===== src/rtl/seg_scan_ctrl.sv =====
// seg_scan_ctrl: time-multiplexed driver for a 4-digit common-anode
// 7-segment display. A shadow register holds four hex digits, the decimal
// points and a blank mask. One digit is scanned per TICK_DIV-cycle slot.
// New data arrives over a req/ack handshake and is committed only at a frame
// boundary, or immediately while the display is disabled.
//
// Build option: define LZ_SUPPRESS_EN to blank leading zeros. Digit 0 is
// never suppressed, and a lit decimal point stops suppression at that digit.
//
// Ports:
//   mclk       system clock
//   rst_n      asynchronous reset, active-low
//   en         display enable (low: all digits dark, scan held at digit 0)
//   upd_req    update request level, held until upd_ack
//   upd_val    hex digits, [3:0] = digit 0 (rightmost)
//   upd_dp     decimal point per digit, 1 = lit
//   upd_blank  per-digit blank, 1 = dark
//   upd_ack    one-cycle pulse: request captured into the shadow
//   an         anodes, active-low, at most one low
//   seg        segments {g,f,e,d,c,b,a}, active-low
//   dp         decimal point, active-low
module seg_scan_ctrl #(
  parameter int unsigned TICK_DIV = 100000
) (
  input  logic        mclk,
  input  logic        rst_n,
  input  logic        en,
  input  logic        upd_req,
  input  logic [15:0] upd_val,
  input  logic [3:0]  upd_dp,
  input  logic [3:0]  upd_blank,
  output logic        upd_ack,
  output logic [3:0]  an,
  output logic [6:0]  seg,
  output logic        dp
);

  localparam int unsigned CNT_W = (TICK_DIV > 1) ? $clog2(TICK_DIV) : 1;
  localparam logic [CNT_W-1:0] CNT_MAX = CNT_W'(TICK_DIV - 1);

  logic [CNT_W-1:0] cnt;
  logic [1:0]       idx;
  logic [15:0]      sh_val;
  logic [3:0]       sh_dp;
  logic [3:0]       sh_blank;
  logic             cap_q;

  logic       tick;
  logic       frame;
  logic       cap;
  logic [3:0] lz;
  logic [3:0] dark;
  logic [3:0] nib;
  logic [6:0] glyph;

  assign tick  = en && (cnt == CNT_MAX);
  assign frame = tick && (idx == 2'd3);
  // A capture already in flight (ack not yet seen upstream) blocks a repeat
  // capture of the same request; this matters while en is low, where any
  // cycle may capture.
  assign cap   = upd_req && !cap_q && !upd_ack && (frame || !en);

  // Slot prescaler and digit index; both parked at 0 while disabled.
  always_ff @(posedge mclk or negedge rst_n) begin
    if (!rst_n) begin
      cnt <= '0;
      idx <= 2'd0;
    end else if (!en) begin
      cnt <= '0;
      idx <= 2'd0;
    end else if (tick) begin
      cnt <= '0;
      idx <= idx + 2'd1;
    end else begin
      cnt <= cnt + CNT_W'(1);
    end
  end

  // Shadow register; cap_q delays a boundary ack so it lines up with the
  // first registered digit-0 output of the new frame.
  always_ff @(posedge mclk or negedge rst_n) begin
    if (!rst_n) begin
      sh_val   <= 16'h0000;
      sh_dp    <= 4'h0;
      sh_blank <= 4'h0;
      cap_q    <= 1'b0;
    end else begin
      if (cap) begin
        sh_val   <= upd_val;
        sh_dp    <= upd_dp;
        sh_blank <= upd_blank;
      end
      cap_q <= cap && frame;
    end
  end

  // Leading-zero mask, from the top digit down.
  always_comb begin
    lz = 4'h0;
`ifdef LZ_SUPPRESS_EN
    lz[3] = (sh_val[15:12] == 4'h0) && !sh_dp[3];
    lz[2] = lz[3] && (sh_val[11:8] == 4'h0) && !sh_dp[2];
    lz[1] = lz[2] && (sh_val[7:4] == 4'h0) && !sh_dp[1];
`endif
  end

  assign dark = sh_blank | lz;

  // Nibble for the digit currently scanned.
  always_comb begin
    nib = sh_val[3:0];
    case (idx)
      2'd0: nib = sh_val[3:0];
      2'd1: nib = sh_val[7:4];
      2'd2: nib = sh_val[11:8];
      2'd3: nib = sh_val[15:12];
      default: nib = sh_val[3:0];
    endcase
  end

  // Hex to active-low {g,f,e,d,c,b,a}.
  always_comb begin
    glyph = 7'b1111111;
    case (nib)
      4'h0: glyph = 7'b1000000;
      4'h1: glyph = 7'b1111001;
      4'h2: glyph = 7'b0100100;
      4'h3: glyph = 7'b0110000;
      4'h4: glyph = 7'b0011001;
      4'h5: glyph = 7'b0010010;
      4'h6: glyph = 7'b0000010;
      4'h7: glyph = 7'b1111000;
      4'h8: glyph = 7'b0000000;
      4'h9: glyph = 7'b0010000;
      4'hA: glyph = 7'b0001000;
      4'hB: glyph = 7'b0000011;
      4'hC: glyph = 7'b1000110;
      4'hD: glyph = 7'b0100001;
      4'hE: glyph = 7'b0000110;
      4'hF: glyph = 7'b0001110;
      default: glyph = 7'b1111111;
    endcase
  end

  // Registered output stage, one cycle behind idx/shadow. A capture while
  // disabled acks at once since there is no digit output to align with.
  always_ff @(posedge mclk or negedge rst_n) begin
    if (!rst_n) begin
      an      <= 4'b1111;
      seg     <= 7'b1111111;
      dp      <= 1'b1;
      upd_ack <= 1'b0;
    end else begin
      an      <= (en && !dark[idx]) ? ~(4'b0001 << idx) : 4'b1111;
      seg     <= glyph;
      dp      <= ~sh_dp[idx];
      upd_ack <= (cap && !en) || cap_q;
    end
  end

endmodule


===== config.mk =====
export PLATFORM = sky130hd
export DESIGN_NAME = seg_scan_ctrl
export DESIGN_NICKNAME = d
export VERILOG_FILES = /design/src/rtl/seg_scan_ctrl.sv
export SDC_FILE = /design/constraint.sdc
export NUM_CORES = 1
export LEC_CHECK = 0
export ABC_AREA = 1
export ABC_CLOCK_PERIOD_IN_PS = 3200
export BUFFER_PORTS_ARGS = -buffer_cell sky130_fd_sc_hd__buf_2
export CAP_MARGIN = 20
export CELL_PAD_IN_SITES_DETAIL_PLACEMENT = 0
export CELL_PAD_IN_SITES_GLOBAL_PLACEMENT = 2
export CORE_AREA = 2 2 104 86
export DETAILED_ROUTE_END_ITERATION = 6
export DIE_AREA = 0 0 106 88
export GPL_TIMING_DRIVEN = 0
export PLACE_DENSITY = 0.81
export SLEW_MARGIN = 20
export SYNTH_ARGS = -nofsm -noshare
export SYNTH_HDL_FRONTEND = slang
export SYNTH_SLANG_ARGS = --single-unit

===== constraint.sdc =====
create_clock -name mclk -period 3.2 [get_ports mclk]
set_clock_uncertainty 0.2 [all_clocks]
set_input_delay 0.32 -clock mclk [delete_from_list [all_inputs] [get_ports mclk]]
set_output_delay 0.32 -clock mclk [all_outputs]
set_load 0.005 [all_outputs]

# Yosys cells after proc, flatten, opt, wreduce, memory -nomap -nowiden
# Memories as Yosys holds them, arrays and structs flattened. A register that Yosys moved wholly into a read port is not among the register bits.
# Cells that the tools add are included.
# totals
ff_bits	50
romBits	112
out_inout_bits	13
wordCells	47
memories	1
# memory_table
memory	words	width	read_ports	rd_clocked_by_memory_dff	write_ports	line	text
(name not given)	16	7	1	1	0	124	case (nib)
# classes
addsub	2
magnitude_cmp	1
eq_ne	5
n_shift	1
n_mux	10
bitwise	2
reduce_logical	16
# ops
operator	n
$mux W17	2
$add A17 B1 Y17 const B	1
$eq A17 B17 Y1 const B	1
$pmux W4 S4	1
$logic_and A1 B1 Y1	8
$logic_not A1 Y1	5
$bmux W1 S2	2
$eq A2 B2 Y1 const B	2
$mux W2	2
$mux W4	1
$not A4 Y4	1
$shl A1 B2 Y4 const A	1
$lt A2 B3 Y1 const B	1
$add A2 B1 Y2 const B	1
$eq A2 B1 Y1 const B	1
$logic_not A2 Y1	1
$logic_or A1 B1 Y1	2
$mux W1	2
$ne A2 B1 Y1 const B	1
$not A1 Y1	1

# Longest topological paths before layout
# Gate-level depths: netlist of run 1.
# depth
ltp_word	7
depth_mapped	11
depth_no_buf	11

# Worst setup path before layout of run 1
# Ideal clock, no wire load.
# synth_timing
kind	reg2reg
start	register idx[0]
end	register seg[3]
arrival_time_ns	1.810
path_slack_ns	1.114
stages_incl_launch_ff	12
period_less_slack_ns	2.086
cell_sequence	dfrtp_1 -> inv_1 -> ha_1 -> inv_2 -> nand2_1 -> o22ai_1 -> inv_1 -> ha_1 -> nand2_1 -> o21ai_0 -> nand2_1 -> nand2_1
# synth_via
elab_chain_cells	2
elab_cells_between_ends	5
cone_classes	eq/ne: 3; mux: 1; reduce/logical: 1
# synth_rtl
item	line	text
from (decl)	42	logic [1:0] idx;
from (signal assigned)	73	idx <= idx + 2'd1;
$eq A2 B2 Y1 (tied with other cells)	112	case (idx)
$pmux W4 S4 (*)	112	
to (decl)	34	output logic [6:0] seg,
# Mark *: on every way between the ends. The rest lies on a longest branch, timed or not.
# A chain may end at the register's enable or synchronous reset.

# Worst setup path in the final report of run 1
# Ends and elaborated chain as after synthesis.

==> out/metrics.csv, run 1 <==
stage,metric,value,unit
run_status,status,"finished, final reports clean",
floorplanning,core.rowCount,30,
floorplanning,dieArea,9330,sq um
synth,synth_edf_count,0,
routing,drc,0,
cts,max-clock-path-buffers,2,
synth,synth_seq_cells,57,
finish,layout-drive-gt1-share,21.0,%
timing,rsz0062_at_grt,false,
synth,syn_avg_cell_area,8.20,sq um
pwr,ir_drop,0.269,mV
pwr,p_total,0.00198,W
routing,vias_per_cell,4.56,
worst_setup_path,critPathRequiredTime,3.27,ns
synth,ys.flop_type,dfrtp_1,
hold_path,hold_class,input pin to flip-flop,
finish,fin_cells,545,
place,hpwl,4.74,mm
finish,filler_cell_count,840,
synth,synthesis.area,2900,sq um
global_route,grt_pass1_vias,2360,
cts,insertion_delay,0.33,ns
finish,area_delta_synth_final,29.0,%
global_route,grt_max_degree,58,
floorplanning,num_io_pins,41,
pwr,leakage,1.78,nW
timing,maxSlewViolCount,0,
global_route,grt_use_total,16.2,%
cts,cts_tree,yes,
routing,route.antenna.remaining_nets,0,
timing,max_slew.worst_pin.slew,0.738,ns
finish,final_cell_mix,"124 x nand2_1, 46 x nand3_1, 45 x dfrtp_1",
worst_setup_path,cp_max_fo,9,
pwr,p_int,0.00151,W
timing,timing.final.crit_share,81.5,%
routing,totalWireLength,6.97,mm
pwr,switching_power,0.000471,W
place,pre_cts_ws,0.624,ns
cts,cts.sinks,57,
cts,cts_root_buffer,clkbuf_8,
synth,synth_cell_types,34,
global_route,grt-ovfl-total,0,
routing,wl_per_cell,12.8,um
timing,fmax,383,MHz
floorplanning,core,8300,sq um
worst_setup_path,end_kind,flip-flop,
synth,postSynth.asyncResetShare,100,%
worst_setup_path,worstPathArrival,2.68,ns
floorplanning,initial_core_util,35.0,%
timing,slew_headroom,50.8,%
pwr,swShare,23.8,%
timing,tns,0,ns
cts,clkTransAtPathRegs,0.07,ns
cts,postCtsResizedCells,0,
timing,period_needed,2.61,ns
worst_setup_path,crit_type,flip-flop to flip-flop,
worst_setup_path,startpoint_type,flip-flop,
flow_run,drv_cap,0,
global_route,grt_pass1_wl,11.6,mm
place,gp_congestion,0.791,
finish,antenna_cells,0,
floorplanning,die_h,88,um
timing,finalHoldViolations,0,
cts,cts_buffers,9,
place,dp_cells,505,
synth,yosys_warnings,0,
routing,initialDrtViolationCount,127,
synth,synthCells,354,
synth,syn_nets,393,
pwr,pwr-share-seq,42.7,%
floorplanning,die_w,106,um
synth,ys_seq_area_share,49.6,%
cts,htreeDepth,3,
pwr,clkPwrFrac,44.5,%
finish,final_nets,467,
routing,vias,2487,
global_route,antenna_found_initial,0,
finish,final_common_cell,nand2_1,
timing,setup_violations,0,
pwr,power_per_cell_area,528,nW/um^2
routing,drt_first_pass_iters,6,
pwr,p_comb_share,12.8,%
cts,cts_setup_buffers,0,
place,io_buffers,39,
timing,setup_slack,0.592,ns
-- synthesized netlist by cell type (3+ instances only) --
cell	number	area, sq um
a21oi_1	6	30.0
xor2_1	6	52.6
nand2_1	124	465
nor2_1	31	116
inv_1	23	86.3
inv_2	3	11.3
nor3_1	6	30.0
nand3_1	46	230
o21ai_0	7	35.0
buf_2	4	20.0
o22ai_1	3	18.8
or2_2	3	18.8
nand3_2	3	30.0
dfrtp_1	45	1130
ha_1	11	138
dfstp_2	12	315
-- cells by family after synthesis --
family	after synthesis	share of synthesized area, %
AND/OR/NAND/NOR	224	34.1
flip-flops	57	49.6
buffers and inverters	35	5.34
AO/OA/AOI/OAI	20	4.09
adder cells (fa/ha/maj)	11	4.74
XOR/XNOR	7	2.11
-- flip-flops by register name, summed over array words and instances (netlist names), 2 cells and up --
register	cells
an	4
idx	2
sh_dp	4
cnt	17
sh_val	16
seg	7
dark	4
-- what timing repair did --
item                                   in CTS  in global routing
endpoints found under the hold margin      68                  0
setup endpoints to repair                   0                  0
hold buffers                               24                  0
-- area by class of cell --
cell class / count / area, sq um / area share [%]
plain buffers: 7 / 50.0 / 1.34
clock buffers: 12 / 165 / 4.41
clock inverters: 4 / 97.6 / 2.61
inverters: 28 / 105 / 2.81
multi-input cells: 262 / 1310 / 34.9
flip-flops and latches: 57 / 1440 / 38.5
well taps: 112 / 140 / 3.74
repair buffers: 63 / 438 / 11.7
-- path summary, 6_finish.rpt --
check	from	depth (start not counted)	slack [ns]	to
worst min register to register	cnt[0]$_DFF_PN0_	1	0.26	cnt[0]$_DFF_PN0_
worst max-delay path	idx[0]$_DFFE_PN0P_	11	0.59	seg[3]$_DFF_PN1_
max in group asynchronous	rst_n	2	1.92	sh_val[3]$_DFFE_PN0P_
min in group asynchronous	rst_n	2	0.38	cnt[8]$_DFF_PN0_
worst max register to register	idx[0]$_DFFE_PN0P_	11	0.59	seg[3]$_DFF_PN1_
worst min-delay path	upd_dp[2]	3	0.008	sh_dp[2]$_DFFE_PN0P_
-- power by group through the flow --
| stage | clock network, W | logic [W] | registers [W] |
|---|---|---|---|
| 6_report | 0.000879 | 0.000254 | 0.000844 |
| 5_1_grt | 0.000945 | 0.000292 | 0.000852 |
| 4_1_cts | 0.000904 | 0.000258 | 0.000844 |
| 3_5_place_dp | 0 | 0.000235 | 0.000857 |
| 3_3_place_gp | 0 | 0.000235 | 0.000856 |
| 2_1_floorplan | 0 | 0.000142 | 0.000855 |
-- per-layer routing --
metal	wire (um)	share of wire, %	track usage, %	vias to the layer above
li1	-	-	-	1284
met5	0	0	0	-
met3	296	4.2	5.51	7
met2	2990	43	24.0	60
met1	3620	52	22.8	1136
met4	65	0.93	4.55	0
-- stage by stage --
step	hold slack [ns]	utilization, %	area [sq um]
2_1_floorplan	-0.176	-	2900
3_3_place_gp	0.249	39.0	3240
3_5_place_dp	0.246	39.1	3240
4_1_cts	0.00218	45.1	3740
5_1_grt	0.00794	45.1	3740
6_report	0.00801	45.1	3740
-- worst max-delay path, cell delays in order (launching register included) --
cell and delay [ns]:
dfrtp_1 0.48, inv_1 0.21, ha_1 0.33, nand2_1 0.10, nand2_1 0.09, o22ai_1 0.40, inv_1 0.16, ha_1 0.26
nand2_1 0.10, o21ai_0 0.08, nand2_1 0.08, nand2_1 0.05
No activity file was read; power rests on OpenSTA's default activity.
==> run 2: changes to the inputs <==
--- a/config.mk
+++ b/config.mk
@@ -6,16 +6,16 @@
 export NUM_CORES = 1
 export LEC_CHECK = 0
 export ABC_AREA = 1
-export ABC_CLOCK_PERIOD_IN_PS = 3200
+export ABC_CLOCK_PERIOD_IN_PS = 2600
 export BUFFER_PORTS_ARGS = -buffer_cell sky130_fd_sc_hd__buf_2
 export CAP_MARGIN = 20
 export CELL_PAD_IN_SITES_DETAIL_PLACEMENT = 0
 export CELL_PAD_IN_SITES_GLOBAL_PLACEMENT = 2
-export CORE_AREA = 2 2 104 86
+export CORE_AREA = 2 2 107 88
 export DETAILED_ROUTE_END_ITERATION = 6
-export DIE_AREA = 0 0 106 88
+export DIE_AREA = 0 0 109 90
 export GPL_TIMING_DRIVEN = 0
-export PLACE_DENSITY = 0.81
+export PLACE_DENSITY = 0.77
 export SLEW_MARGIN = 20
 export SYNTH_ARGS = -nofsm -noshare
 export SYNTH_HDL_FRONTEND = slang
==> constraint.sdc (replaced) <==
create_clock -name mclk -period 2.6 [get_ports mclk]
set_clock_uncertainty 0.2 [all_clocks]
set_input_delay 0.26 -clock mclk [delete_from_list [all_inputs] [get_ports mclk]]
set_output_delay 0.26 -clock mclk [all_outputs]
set_load 0.005 [all_outputs]
==> run 2 against run 1 <==
Compared with the run above:
- worst setup slack got worse by 0.27 ns
- maximum frequency rose by 14%
- critical path depth fell by 1
- critical endpoint is now seg[0]$_DFF_PN1_
==> out/metrics.csv, run 2 (synthesis gave the netlist of run 1 again) <==
stage,metric,value,unit,change
cts,insertion_delay,0.34,ns,about the same
run_status,status,"finished, final reports clean",,
worst_setup_path,startpoint_type,flip-flop,,
routing,route.antenna.remaining_nets,0,,unchanged
pwr,switching_power,0.000593,W,+26%
timing,finalHoldViolations,0,,unchanged
worst_setup_path,cp_max_fo,9,,unchanged
finish,final_cell_mix,"124 x nand2_1, 46 x nand3_1, 45 x dfrtp_1",,
finish,multi_input_area,1320,sq um,+0.96%
pwr,p_int,0.00173,W,+15%
cts,max-clock-path-buffers,2,,unchanged
routing,vias,2481,,-0.24%
place,hpwl,5.00,mm,+5.6%
global_route,grt_pass1_vias,2421,,+2.6%
timing,maxSlewViolCount,0,,unchanged
timing,slew_headroom,50.0,%,-0.81 points
hold_path,hold_end,cnt[16]$_DFF_PN0_,,
timing,fmax,438,MHz,+14%
cts,cts_setup_buffers,0,,unchanged
timing,max_slew.worst_pin.slew,0.750,ns,+0.0122 ns
cts,cts_buffers,9,,unchanged
cts,cts_root_buffer,clkbuf_8,,
timing,setup_violations,0,,unchanged
pwr,leakage,1.78,nW,-0.35%
worst_setup_path,crit_type,flip-flop to flip-flop,,
finish,antenna_cells,0,,unchanged
finish,final_cell_area,3740,sq um,-0.20%
routing,vias_per_cell,4.52,,-0.97%
timing,rsz0062_at_grt,false,,
finish,top_register,cnt,,
floorplanning,die_w,109,um,+2.8%
place,gp_congestion,0.799,,+0.92%
floorplanning,initial_core_util,33.0,%,-2.0 points
cts,cts.sinks,57,,unchanged
routing,drt_first_pass_iters,4,,-2
finish,layout-drive-gt1-share,21.7,%,+0.64 points
finish,seq_area,1440,sq um,unchanged
cts,htreeDepth,3,,unchanged
finish,finalCoreUtilization,42.4,%,-2.7 points
timing,timing.final.crit_share,87.8,%,+6.2 points
finish,largest_reg_flops,17,,unchanged
pwr,pwr-share-seq,44.9,%,+2.2 points
finish,final_nets,468,,+0.21%
pwr,swShare,25.5,%,+1.7 points
worst_setup_path,timing.rr.start,idx[0]$_DFFE_PN0P_,,
pwr,ir_drop,0.227,mV,-15%
timing,period_needed,2.28,ns,-0.327 ns
global_route,antenna_found_initial,0,,unchanged
timing,tns,0,ns,unchanged
cts,clkTransAtPathRegs,0.07,ns,about the same
finish,filler_cell_count,908,,+8.1%
finish,reg.largest.list,"cnt x17, sh_val x16, seg x7",,
floorplanning,core.rowCount,31,,+3.3%
worst_setup_path,reg2reg_depth,10,,-1
finish,final_common_cell,nand2_1,,
flow_run,drv_cap,0,,unchanged
floorplanning,dieArea,9810,sq um,+5.2%
routing,initialDrtViolationCount,156,,+23%
pwr,clkPwrFrac,41.3,%,-3.2 points
global_route,grt-ovfl-total,0,,unchanged
routing,totalWireLength,7.28,mm,+4.6%
place,placed_area,3250,sq um,+0.12%
hold_path,hold_class,input pin to flip-flop,,
worst_setup_path,critPathRequiredTime,2.68,ns,-0.59 ns
floorplanning,die_h,90,um,+2.3%
floorplanning,core,8800,sq um,+6.1%
global_route,grt_max_degree,58,,unchanged
worst_setup_path,worstPathArrival,2.36,ns,-0.32 ns
routing,wl_per_cell,13.3,um,+3.8%
pwr,power_per_cell_area,622,nW/um^2,+18%
cts,cts_tree,yes,,
place,io_buffers,39,,unchanged
hold_path,min_path_cells,3,,unchanged
global_route,grt_pass1_wl,12.5,mm,+7.6%
worst_setup_path,r2r_setup_slack,0.32,ns,-0.27 ns
hold_path,worstHoldStart,en,,
worst_setup_path,end_kind,flip-flop,,
worst_setup_path,rr_endpoint,seg[0]$_DFF_PN1_,,
finish,area_delta_synth_final,28.7,%,
global_route,grt_use_total,16.7,%,+0.46 points
pwr,p_comb_share,13.7,%,+0.9 points
floorplanning,num_io_pins,41,,unchanged
routing,drc,0,,unchanged
==> run 2: changes by cell type in the layout (fill, tap and decap cells not counted) <==
cell           delta
o22ai_1           -2
clkbuf_8          -1
inv_1             -1
inv_2             +1
dlygate4sd3_1     +1
bufinv_16         -1
clkinv_2          +2
o22ai_2           +2
==> run 2: area by class of cell <==
type	count	area share, %
clock buffers	11	4.05
multi-input cells	262	35.3
well taps	115	3.85
plain buffers	7	1.34
clock inverters	5	2.08
inverters	28	2.81
flip-flops and latches	57	38.6
repair buffers	64	12.0
==> run 2: power groups by stage <==
stage / registers [W] / logic (W) / clock network, W
CTS: 0.00104 / 0.000325 / 0.00100
global route: 0.00106 / 0.000377 / 0.00105
detailed placement: 0.00106 / 0.000293 / 0
finish: 0.00104 / 0.000319 / 0.000961
floorplan: 0.00105 / 0.000175 / 0
global placement: 0.00106 / 0.000292 / 0
==> run 2: worst max-delay path by stage <==
stage / slack [ns] / depth (start not counted) / startpoint / end
floorplan: 0.51 / 11 / idx[0]$_DFFE_PN0P_ / seg[3]$_DFF_PN1_
finish: 0.32 / 10 / idx[0]$_DFFE_PN0P_ / seg[0]$_DFF_PN1_
CTS: 0.06 / 10 / idx[0]$_DFFE_PN0P_ / seg[0]$_DFF_PN1_
global placement: 0.08 / 11 / idx[0]$_DFFE_PN0P_ / seg[3]$_DFF_PN1_
global route: 0.06 / 10 / idx[0]$_DFFE_PN0P_ / seg[0]$_DFF_PN1_
detailed placement: 0.08 / 10 / idx[0]$_DFFE_PN0P_ / seg[0]$_DFF_PN1_
==> run 2: worst max-delay path, cell delays in order (launching register included) <==
cell and delay, ns:
dfrtp_1 0.48, inv_2 0.14, ha_1 0.23, inv_2 0.14, nand2_1 0.09, o22ai_2 0.24
ha_1 0.30, inv_1 0.08, o21ai_0 0.15, nand2_1 0.07, nand2_1 0.09
==> run 2: routing by layer <==
layer | routed length [um] | track usage, %
met1 | 3870 | 25.1
met2 | 3030 | 23.2
met3 | 332 | 5.22
met4 | 56 | 3.85
met5 | 0 | 0
==> run 2: what timing repair did <==
item | 4_1_cts | 5_1_grt
hold buffers | 25 | 0
endpoints found under the setup margin | 0 | 6
hold endpoints to repair | 69 | 0
gates resized for setup | 0 | 3
==> run 2: per-stage QoR <==
step	cells	total power, W	setup WS, ns	hold slack, ns
global route	549	0.00248	0.0571	0.0481
global placement	508	0.00135	0.0776	0.247
finish	549	0.00232	0.318	0.0471
CTS	549	0.00237	0.0595	0.0226
floorplan	354	0.00123	0.514	-0.236
detailed placement	508	0.00135	0.0816	0.190
